### src/rtl/ov7670_pkg.sv
// ---------------------------------------------------------------------------
// ov7670_pkg
// Shared types and constants for the OV7670 SCCB configuration writer.
//   sccb_state_t : top-level sequencer states
//   *_Q          : number of quarter-bit periods spent in each bus phase
//   SCCB_BITS    : bits per 3-phase write (3 x (8 data + 1 don't-care))
//   max_int      : elaboration-time helper for derived wait lengths
// ---------------------------------------------------------------------------
package ov7670_pkg;

  typedef enum logic [2:0] {
    WAIT,
    LOAD,
    START,
    BIT,
    STOP,
    DONE
  } sccb_state_t;

  localparam int SCCB_BITS = 27;
  localparam int START_Q   = 2;
  localparam int BIT_Q     = 4;
  localparam int STOP_Q    = 3;

  localparam logic [15:0] SOFT_RESET_CMD = 16'h1280;
  localparam logic [15:0] END_CMD        = 16'hFFFF;

  function automatic int max_int(input int a, input int b);
    return (a > b) ? a : b;
  endfunction

endpackage

### src/rtl/sccb_quarter_timer.sv
// ---------------------------------------------------------------------------
// sccb_quarter_timer
// Free-running divider that marks the last clk cycle of every quarter SCCB
// bit period.
//   clk       : system clock
//   rst_n     : asynchronous active-low reset
//   i_restart : synchronous restart; the cycle after it is count 0
//   o_tick    : high during the last cycle of each CLK_DIV-cycle quarter
// ---------------------------------------------------------------------------
module sccb_quarter_timer #(
  parameter int CLK_DIV = 250
) (
  input  logic clk,
  input  logic rst_n,
  input  logic i_restart,
  output logic o_tick
);

  localparam int            CW   = $clog2(CLK_DIV);
  localparam logic [CW-1:0] LAST = CW'(CLK_DIV - 1);

  logic [CW-1:0] r_count;
  logic          r_tick;

  // The tick is kept as a register that mirrors (r_count == LAST), so the
  // sequencer sees a clean flop output rather than a comparator.
  always_ff @(posedge clk or negedge rst_n) begin
    if (!rst_n) begin
      r_count <= '0;
      r_tick  <= 1'b0;
    end else if (i_restart || (r_count == LAST)) begin
      r_count <= '0;
      r_tick  <= 1'b0;
    end else begin
      r_count <= r_count + 1'b1;
      r_tick  <= ((r_count + 1'b1) == LAST);
    end
  end

  assign o_tick = r_tick;

endmodule

### src/rtl/ov7670_sccb_sender.sv
// ---------------------------------------------------------------------------
// ov7670_sccb_sender
// SCCB 3-phase write master. Out of reset it waits, then repeatedly samples
// the command source, writes {DEV_ADDR, reg, value} to the camera and steps
// the source with a one-cycle advance pulse, until the source reports
// finished.
//   clk         : system clock
//   rst_n       : asynchronous active-low reset
//   command     : [15:8] register address, [7:0] value
//   finished    : command source exhausted
//   advance     : 1-cycle pulse stepping the command source
//   sioc        : SCCB clock
//   siod_o      : SCCB data value
//   siod_oe     : SCCB data drive enable (0 = released, don't-care bit)
//   busy        : transaction in progress, START through STOP
//   config_done : sticky once finished has been sampled
// ---------------------------------------------------------------------------
module ov7670_sccb_sender
  import ov7670_pkg::*;
#(
  parameter int         CLK_DIV      = 250,
  parameter logic [7:0] DEV_ADDR     = 8'h42,
  parameter int         STARTUP_WAIT = 1000,
  parameter int         GAP_CYCLES   = 500,
  parameter int         RESET_WAIT   = 100000
) (
  input  logic        clk,
  input  logic        rst_n,
  input  logic [15:0] command,
  input  logic        finished,
  output logic        advance,
  output logic        sioc,
  output logic        siod_o,
  output logic        siod_oe,
  output logic        busy,
  output logic        config_done
);

  // The gap must cover the source's 2-cycle update latency after advance.
  localparam int         GAP_EFF  = max_int(GAP_CYCLES, 4);
  localparam int         WAIT_MAX = max_int(max_int(STARTUP_WAIT, GAP_EFF), RESET_WAIT);
  localparam int         WW       = $clog2(WAIT_MAX + 1);
  localparam logic [3:0] DC_POS   = 4'd8;

  sccb_state_t   r_state, w_state_next;
  logic [1:0]    r_q, w_q_next;          // quarter index within the phase
  logic [4:0]    r_bit, w_bit_next;      // 0..26 across the whole frame
  logic [3:0]    r_pos, w_pos_next;      // 0..8 within a byte phase
  logic [23:0]   r_shift, w_shift_next;  // current data bit is [23]
  logic          r_is_reset, w_is_reset_next;
  logic [WW-1:0] r_wait, w_wait_next;

  logic r_sioc, w_sioc_next;
  logic r_siod_o, w_siod_o_next;
  logic r_siod_oe, w_siod_oe_next;
  logic r_busy, w_busy_next;
  logic r_done, w_done_next;

  logic w_tick;
  logic w_restart;
  logic w_end;

  // Restarting in LOAD aligns the first quarter of START to a full period.
  assign w_restart = (r_state == LOAD);

  sccb_quarter_timer #(
    .CLK_DIV (CLK_DIV)
  ) u_timer (
    .clk       (clk),
    .rst_n     (rst_n),
    .i_restart (w_restart),
    .o_tick    (w_tick)
  );

  // The end marker itself is also honoured in case finished ever lags it.
  assign w_end = finished || (command == END_CMD);

  // Next-state logic.
  always_comb begin
    w_state_next    = r_state;
    w_q_next        = r_q;
    w_bit_next      = r_bit;
    w_pos_next      = r_pos;
    w_shift_next    = r_shift;
    w_is_reset_next = r_is_reset;
    w_wait_next     = r_wait;

    unique case (r_state)
      WAIT: begin
        if (r_wait <= WW'(1)) begin
          w_state_next = LOAD;
        end else begin
          w_wait_next = r_wait - 1'b1;
        end
      end

      LOAD: begin
        if (w_end) begin
          w_state_next = DONE;
        end else begin
          w_shift_next    = {DEV_ADDR, command};
          w_is_reset_next = (command == SOFT_RESET_CMD);
          w_q_next        = 2'd0;
          w_state_next    = START;
        end
      end

      START: begin
        if (w_tick) begin
          if (r_q == 2'(START_Q - 1)) begin
            w_state_next = BIT;
            w_q_next     = 2'd0;
            w_bit_next   = 5'd0;
            w_pos_next   = 4'd0;
          end else begin
            w_q_next = r_q + 1'b1;
          end
        end
      end

      BIT: begin
        if (w_tick) begin
          if (r_q == 2'(BIT_Q - 1)) begin
            w_q_next = 2'd0;
            // The don't-care slot consumes no data bit.
            if (r_pos != DC_POS) begin
              w_shift_next = {r_shift[22:0], 1'b0};
            end
            w_pos_next = (r_pos == DC_POS) ? 4'd0 : r_pos + 1'b1;
            if (r_bit == 5'(SCCB_BITS - 1)) begin
              w_state_next = STOP;
            end else begin
              w_bit_next = r_bit + 1'b1;
            end
          end else begin
            w_q_next = r_q + 1'b1;
          end
        end
      end

      STOP: begin
        if (w_tick) begin
          if (r_q == 2'(STOP_Q - 1)) begin
            w_state_next = WAIT;
            w_q_next     = 2'd0;
            w_wait_next  = r_is_reset ? WW'(RESET_WAIT) : WW'(GAP_EFF);
          end else begin
            w_q_next = r_q + 1'b1;
          end
        end
      end

      DONE: begin
      end

      default: begin
        w_state_next = WAIT;
        w_wait_next  = WW'(STARTUP_WAIT);
      end
    endcase
  end

  // Pin values are decoded from the next state and registered, so every
  // registered pin reflects the state held in the same cycle.
  always_comb begin
    w_sioc_next    = 1'b1;
    w_siod_o_next  = 1'b1;
    w_siod_oe_next = 1'b1;
    w_busy_next    = 1'b0;
    w_done_next    = 1'b0;

    unique case (w_state_next)
      START: begin
        w_busy_next   = 1'b1;
        w_siod_o_next = (w_q_next == 2'd0);
      end
      BIT: begin
        w_busy_next = 1'b1;
        w_sioc_next = w_q_next[1];
        if (w_pos_next == DC_POS) begin
          w_siod_oe_next = 1'b0;
        end else begin
          w_siod_o_next = w_shift_next[23];
        end
      end
      STOP: begin
        w_busy_next   = 1'b1;
        w_sioc_next   = (w_q_next != 2'd0);
        w_siod_o_next = (w_q_next == 2'd2);
      end
      DONE: begin
        w_done_next = 1'b1;
      end
      default: begin
      end
    endcase
  end

  always_ff @(posedge clk or negedge rst_n) begin
    if (!rst_n) begin
      r_state    <= WAIT;
      r_q        <= 2'd0;
      r_bit      <= 5'd0;
      r_pos      <= 4'd0;
      r_shift    <= 24'd0;
      r_is_reset <= 1'b0;
      r_wait     <= WW'(STARTUP_WAIT);
      r_sioc     <= 1'b1;
      r_siod_o   <= 1'b1;
      r_siod_oe  <= 1'b1;
      r_busy     <= 1'b0;
      r_done     <= 1'b0;
    end else begin
      r_state    <= w_state_next;
      r_q        <= w_q_next;
      r_bit      <= w_bit_next;
      r_pos      <= w_pos_next;
      r_shift    <= w_shift_next;
      r_is_reset <= w_is_reset_next;
      r_wait     <= w_wait_next;
      r_sioc     <= w_sioc_next;
      r_siod_o   <= w_siod_o_next;
      r_siod_oe  <= w_siod_oe_next;
      r_busy     <= w_busy_next;
      r_done     <= w_done_next;
    end
  end

  // Last cycle of STOP; an AND of flop outputs, so exactly one cycle wide.
  assign advance     = (r_state == STOP) && (r_q == 2'(STOP_Q - 1)) && w_tick;
  assign sioc        = r_sioc;
  assign siod_o      = r_siod_o;
  assign siod_oe     = r_siod_oe;
  assign busy        = r_busy;
  assign config_done = r_done;

endmodule

### config.mk
export PLATFORM = sky130hd
export DESIGN_NAME = ov7670_sccb_sender
export DESIGN_NICKNAME = d
export VERILOG_FILES = /design/src/rtl/ov7670_pkg.sv /design/src/rtl/sccb_quarter_timer.sv /design/src/rtl/ov7670_sccb_sender.sv
export SDC_FILE = /design/constraint.sdc
export NUM_CORES = 1
export LEC_CHECK = 0
export ABC_AREA = 1
export BUFFER_PORTS_ARGS = -buffer_cell sky130_fd_sc_hd__buf_4
export CELL_PAD_IN_SITES_DETAIL_PLACEMENT = 1
export CELL_PAD_IN_SITES_GLOBAL_PLACEMENT = 2
export CORE_ASPECT_RATIO = 1.75
export CORE_MARGIN = 1.5
export CORE_UTILIZATION = 36
export DETAILED_ROUTE_END_ITERATION = 16
export HOLD_SLACK_MARGIN = 0.15
export PLACE_DENSITY_LB_ADDON = 0.1
export REMOVE_ABC_BUFFERS = 1
export SLEW_MARGIN = 20
export SYNTH_ARGS = -nofsm -noshare
export SYNTH_HDL_FRONTEND = slang
export SYNTH_HIERARCHICAL = 1
export SYNTH_SLANG_ARGS = --single-unit
### constraint.sdc
create_clock -name clk -period 2.4 [get_ports clk]
set_input_delay 0.6 -clock clk [delete_from_list [all_inputs] [get_ports clk]]
set_output_delay 0.6 -clock clk [all_outputs]
set_load 0.005 [all_outputs]
After elaboration in Yosys (flattened, before gate mapping)
Cells that the tools add are included.

Register bits after elaboration: 70. Input bits: 19. Memory bits (writable): 0. Output and inout port bits: 6. Memories: 0. Bits in read-only memories: 0. Bits in latches: 0. Word-level logic and storage cells: 118.

Div/mod/pow operators: 0. Add/subtract/negate cells: 5. Multiply operators: 0. Shift-type cells: 0. Bitwise operators: 2. Muxes and demuxes: 49. Reductions and logical operators: 15. Eq/ne operators: 31. Magnitude comparators: 1.

Operators by type and width (count): $mux 24 (4); $mux 17 (4); $pmux 17 s3 (1); $pmux 24 s2 (1); $mux 3 (9); $mux 5 (5); $mux 4 (5); $pmux 3 s6 (1); $le 17x1->1 const B (1); $sub 17x1->17 const B (1); $eq 16x13->1 const B (1); $eq 16x16->1 const B (1); $eq 8x8->1 const B (2); $mux 2 (7); $ne 2x2->1 const B (7); $eq 3x2->1 const B (4); $eq 3x3->1 const B (4); $pmux 5 s2 (1); $add 8x1->8 const B (1); $eq 4x4->1 const B (2); $mux 8 (1); $pmux 2 s4 (1); $pmux 4 s2 (1); $eq 2x2->1 const B (3); other kinds (23) (35).

Logic depth before layout (Yosys ltp)
Depth in word-level cells: 8. Gate-level depth with buffers: 13. Gate-level depth less buffers: 13.

Hierarchy
Netlist, hierarchy kept.

By module, submodules not included: ov7670_sccb_sender (area an instance 3652.3 µm², cells each 480, times used 1, seq. area each 1537.7 µm²); sccb_quarter_timer (area an instance 491.7 µm², cells each 65, times used 1, seq. area each 225.2 µm²).

Worst setup path after synthesis
No wires, ideal clock.

Kind: input to register. From: input port command[1]. To: register r_shift[13]. Data required time: 2.275 ns. Data arrival time: 1.658 ns. Stages: 11. Buffers on the path: 1. Slack: 0.617 ns. Setup time: 0.125 ns. Cells stage by stage: nand2_1 nor2_1 nand2_1 nor2_1 nor2_1 nand2_1 a21oi_4 inv_2 buf_4 nand2_1 nand3_1.

Word-level cells in the longest chain between the ends: 4.

RTL lines: start: declaration (line ov7670_sccb_sender.sv:29) `input logic [15:0] command,`; $eq 16x16->1 (line ov7670_sccb_sender.sv:76) `assign w_end = finished || (command == END_CMD);`; $logic_or 1x1->1 (line ov7670_sccb_sender.sv:76); $ne 2x2->1 (no source line); $reduce_and 5->1 (no source line); end signal: assignment (line ov7670_sccb_sender.sv:218) `r_shift <= w_shift_next;`; end: declaration (line ov7670_sccb_sender.sv:49) `logic [23:0] r_shift, w_shift_next;`.

No other way between the ends. A chain may end at the register's enable or synchronous reset.

Final worst setup path
From: register r_state[0]. To: output port advance.

Word-level cells in the longest chain between the ends: 3.

RTL lines: start: declaration (line ov7670_sccb_sender.sv:45) `sccb_state_t r_state, w_state_next;`; start signal: assignment (line ov7670_sccb_sender.sv:214) `r_state <= w_state_next;`; $eq 3x3->1 (line ov7670_sccb_sender.sv:230) `assign advance = (r_state == STOP) && (r_q == 2'(STOP_Q - 1)) && w_tick;`; $logic_and 1x1->1 (2 in series) (line ov7670_sccb_sender.sv:230); end: declaration (line ov7670_sccb_sender.sv:31) `output logic advance,`.

No other way between the ends.

==> summary.json <==
{
  "status": {
    "outcome": "finished clean"
  },
  "finish": {
    "finish.cell_count_without_fillers": 713,
    "final_cell_mix": "145 x sky130_fd_sc_hd__nand2_1, 71 x sky130_fd_sc_hd__nand3_1, 60 x sky130_fd_sc_hd__dfrtp_1, 55 x sky130_fd_sc_hd__inv_1, 55 x sky130_fd_sc_hd__nor2_1",
    "antennaDiodeCount": 0,
    "most_frequent_standard_cell_in_the_layout_excluding_fill_and_tap_cells": "sky130_fd_sc_hd__nand2_1",
    "layout.nets": 610,
    "flow.area_growth_from_synthesis_pct": 15.7,
    "final_design_area_no_fill_mm2": 0.00480,
    "post_route_cells_drive_above_1_share_pct": 14.6,
    "final_design_utilization_pct": 42.9
  },
  "hold_path": {
    "min_path_type": "in2async"
  },
  "sta": {
    "hold_violations": 0,
    "timing.final.max_slew_violations": 0,
    "finClkSkew_ps": 4.95,
    "min_period_over_period_pct": 93.8,
    "final_critical_path_setup_slack_ps": 150,
    "setup_viol": 0,
    "period_minus_slack_ps": 2250,
    "worstMarginPinSlew_ps": 529,
    "totalNegativeSetupSlack_ps": 0,
    "final.hold.worst_slack_ps": 234,
    "max_freq_ghz": 0.444,
    "max-slew-margin-rel_pct": 64.6,
    "unrepaired_setup_endpoints_after_global_routing": "false"
  },
  "clock_tree": {
    "post_cts_buffers": 0,
    "cts_tree": "built",
    "clock_insertion_delay_worst_skew_ps": 330,
    "cts_root_buf": "sky130_fd_sc_hd__clkbuf_16",
    "clock_sink_count": 70,
    "clkTransAtPathRegs_ps": 60,
    "post_cts_resized": 1,
    "cts_inserted_buffers": 9,
    "cts_hold_bufs": 0,
    "clk_path_buf_depth": 2,
    "cts_h_tree_lvls": 3
  },
  "critical_path": {
    "critPathSlowestCell": "sky130_fd_sc_hd__dfrtp_2",
    "critical_path_buf_inv_count": 3,
    "ws_path_type": "reg2out",
    "cpPeakStageDelay_ps": 470,
    "critical_path.startpoint_type": "register",
    "worst_path_max_fanout": 7,
    "timing.critical_path.required_ps": 1800,
    "critical_path.reg2reg.endpoint": "r_wait[4]",
    "worstSetupPathDepth": 6,
    "critical_path_data_arrival_time_ps": 1650,
    "worstReg2RegStart": "r_q[0]",
    "path_cells": "inv_4, nand2_4, nor2_4, inv_1, nor3_1, buf_4",
    "reg2reg_setup_slack_ps": 440,
    "timing.critical_path.to_type": "primary output",
    "critPathTopFamily": "flip-flops",
    "r2r_cells": 8
  },
  "grt": {
    "number_of_global_route_vias_before_repair": 4087,
    "grt_start_max_net_pins": 37,
    "globalRouteTotalUtil_pct": 20.2,
    "overflow": 0,
    "grt_antenna_before_repair": 0,
    "global_route_wire_length_before_repair_um": 19700
  },
  "place": {
    "placed_area_mm2": 0.00448,
    "detailedPlacementHpwl_um": 8770,
    "dp_worst_setup_slack_ps": 321,
    "io_buffer_count": 24,
    "placed_cells": 697,
    "place.gp.congestion": 0.765
  },
  "run": {
    "cap_viol_max_count": 0
  },
  "routing": {
    "wirelength_met1_um": 4640,
    "route.detailed.wl_per_inst_um": 16.2,
    "drt.antenna.violating_nets": 0,
    "drt_pre_antenna_iters": 4,
    "route.met3.wl_um": 185,
    "route.met2.wl_um": 6520,
    "uppermost_routed_layer": "met4",
    "drc": 0,
    "drt_iter0_drc": 103,
    "routed_via_density": 5.22,
    "drt_wl_total_um": 11500,
    "detailroute.via_count": 3724
  },
  "synth": {
    "ys_seq_area_share_pct": 42.5,
    "netlist_instances": 545,
    "synth.avg_cell_area_um2": 7.60,
    "main_combinational_cell_family_by_area_after_synthesis": "simple AND/OR/NAND/NOR gates",
    "synth_enable_flop_cells": 0,
    "synth-adder-area-share_pct": 4.53,
    "yosys.area_share.xor_xnor_pct": 1.90,
    "yosysWarnings": 6,
    "cell_area_after_technology_mapping_mm2": 0.00414,
    "post_synth_mux_area_share_pct": 0,
    "async_flop_share_pct": 100,
    "synth-seq-cells": 70,
    "synthDistinctLibCells": 37,
    "synth_compound_gate_area_share_pct": 10.6,
    "synthSimpleGateAreaFrac_pct": 32.9,
    "synth_ff_type": "sky130_fd_sc_hd__dfrtp_1"
  },
  "floorplan": {
    "fp-row-count": 51,
    "floorplan.initialDensity_pct": 37.1,
    "die_area_mm2": 0.0122,
    "core_mm2": 0.0112,
    "die_width_um": 84.1,
    "number_of_ports_placed_on_the_die_boundary": 25,
    "die_height_um": 145
  },
  "power_and_ir_drop": {
    "p_leak_nw": 2.23,
    "irDropWorstVdd_mv": 0.343,
    "tot_pwr_mw": 2.62,
    "power.density_cell_area_mw_per_mm2": 546
  }
}
-- kinds of logic (layout without fill, tap and decap cells) --
kind of cell | after synthesis | count (layout)
compound gates | 69 | 69
xor+xnor | 9 | 9
fa+ha+maj | 15 | 15
buf+inv | 74 | 110
flops | 70 | 70
simple gates | 308 | 308
-- registers in the layout, indices dropped and copies added, names as in the netlist --
register / cells
r_wait: 17
u_timer/o_tick: 1
r_bit: 5
r_q: 2
u_timer/r_count: 8
siod_o: 1
r_is_reset: 1
r_state: 3
r_pos: 4
busy: 1
config_done: 1
siod_oe: 1
sioc: 1
r_shift: 24
-- cell usage after synthesis (5+ instances only) --
cell type / n / area share, %
sky130_fd_sc_hd__nor3_1: 8 / 0.97
sky130_fd_sc_hd__inv_2: 7 / 0.63
sky130_fd_sc_hd__dfrtp_1: 61 / 37
sky130_fd_sc_hd__nor2_2: 6 / 0.91
sky130_fd_sc_hd__nor2_1: 55 / 5.0
sky130_fd_sc_hd__ha_1: 15 / 4.5
sky130_fd_sc_hd__inv_1: 55 / 5.0
sky130_fd_sc_hd__a21oi_1: 16 / 1.9
sky130_fd_sc_hd__nand2_1: 145 / 13
sky130_fd_sc_hd__nand3_1: 71 / 8.6
sky130_fd_sc_hd__o21ai_0: 23 / 2.8
sky130_fd_sc_hd__o211ai_1: 7 / 1.3
sky130_fd_sc_hd__o31ai_1: 5 / 0.91
sky130_fd_sc_hd__xor2_1: 8 / 1.7
sky130_fd_sc_hd__o21ai_1: 6 / 0.72
sky130_fd_sc_hd__nand4_1: 7 / 1.1
sky130_fd_sc_hd__dfstp_2: 9 / 5.7
-- area by class of cell --
| type | instances | area, um^2 |
|---|---|---|
| flip-flops and latches | 70 | 1760 |
| clock inverters | 3 | 42.5 |
| well taps | 132 | 165 |
| repair buffers | 31 | 245 |
| fillers | 1385 | 6370 |
| multi-input cells | 401 | 2080 |
| inverters | 63 | 241 |
| clock buffers | 13 | 260 |
-- metal layers --
layer	global-route usage [%]	up-vias
met5	0	-
met4	5.66	0
met3	3.30	13
met2	39.1	30
met1	22.1	1849
li1	-	1832
-- worst max path at each step --
stage,startpoint,to,slack [ps]
after global routing,r_state[0],advance,50
after CTS,r_state[0],advance,30
after floorplan,command[1],r_shift[17],140
after detailed placement,r_state[0],advance,320
final,r_state[0],advance,150
after global placement,r_state[0],advance,330
-- report_power, final --
part | total [mW] | internal [mW] | switching, mW
combinational | 0.0738 | 0.0273 | 0.0466
sequential | 1.18 | 1.18 | 0
clock | 1.36 | 0.860 | 0.501
total | 2.62 | 2.07 | 0.547
Power figures use the tool's default switching activity.
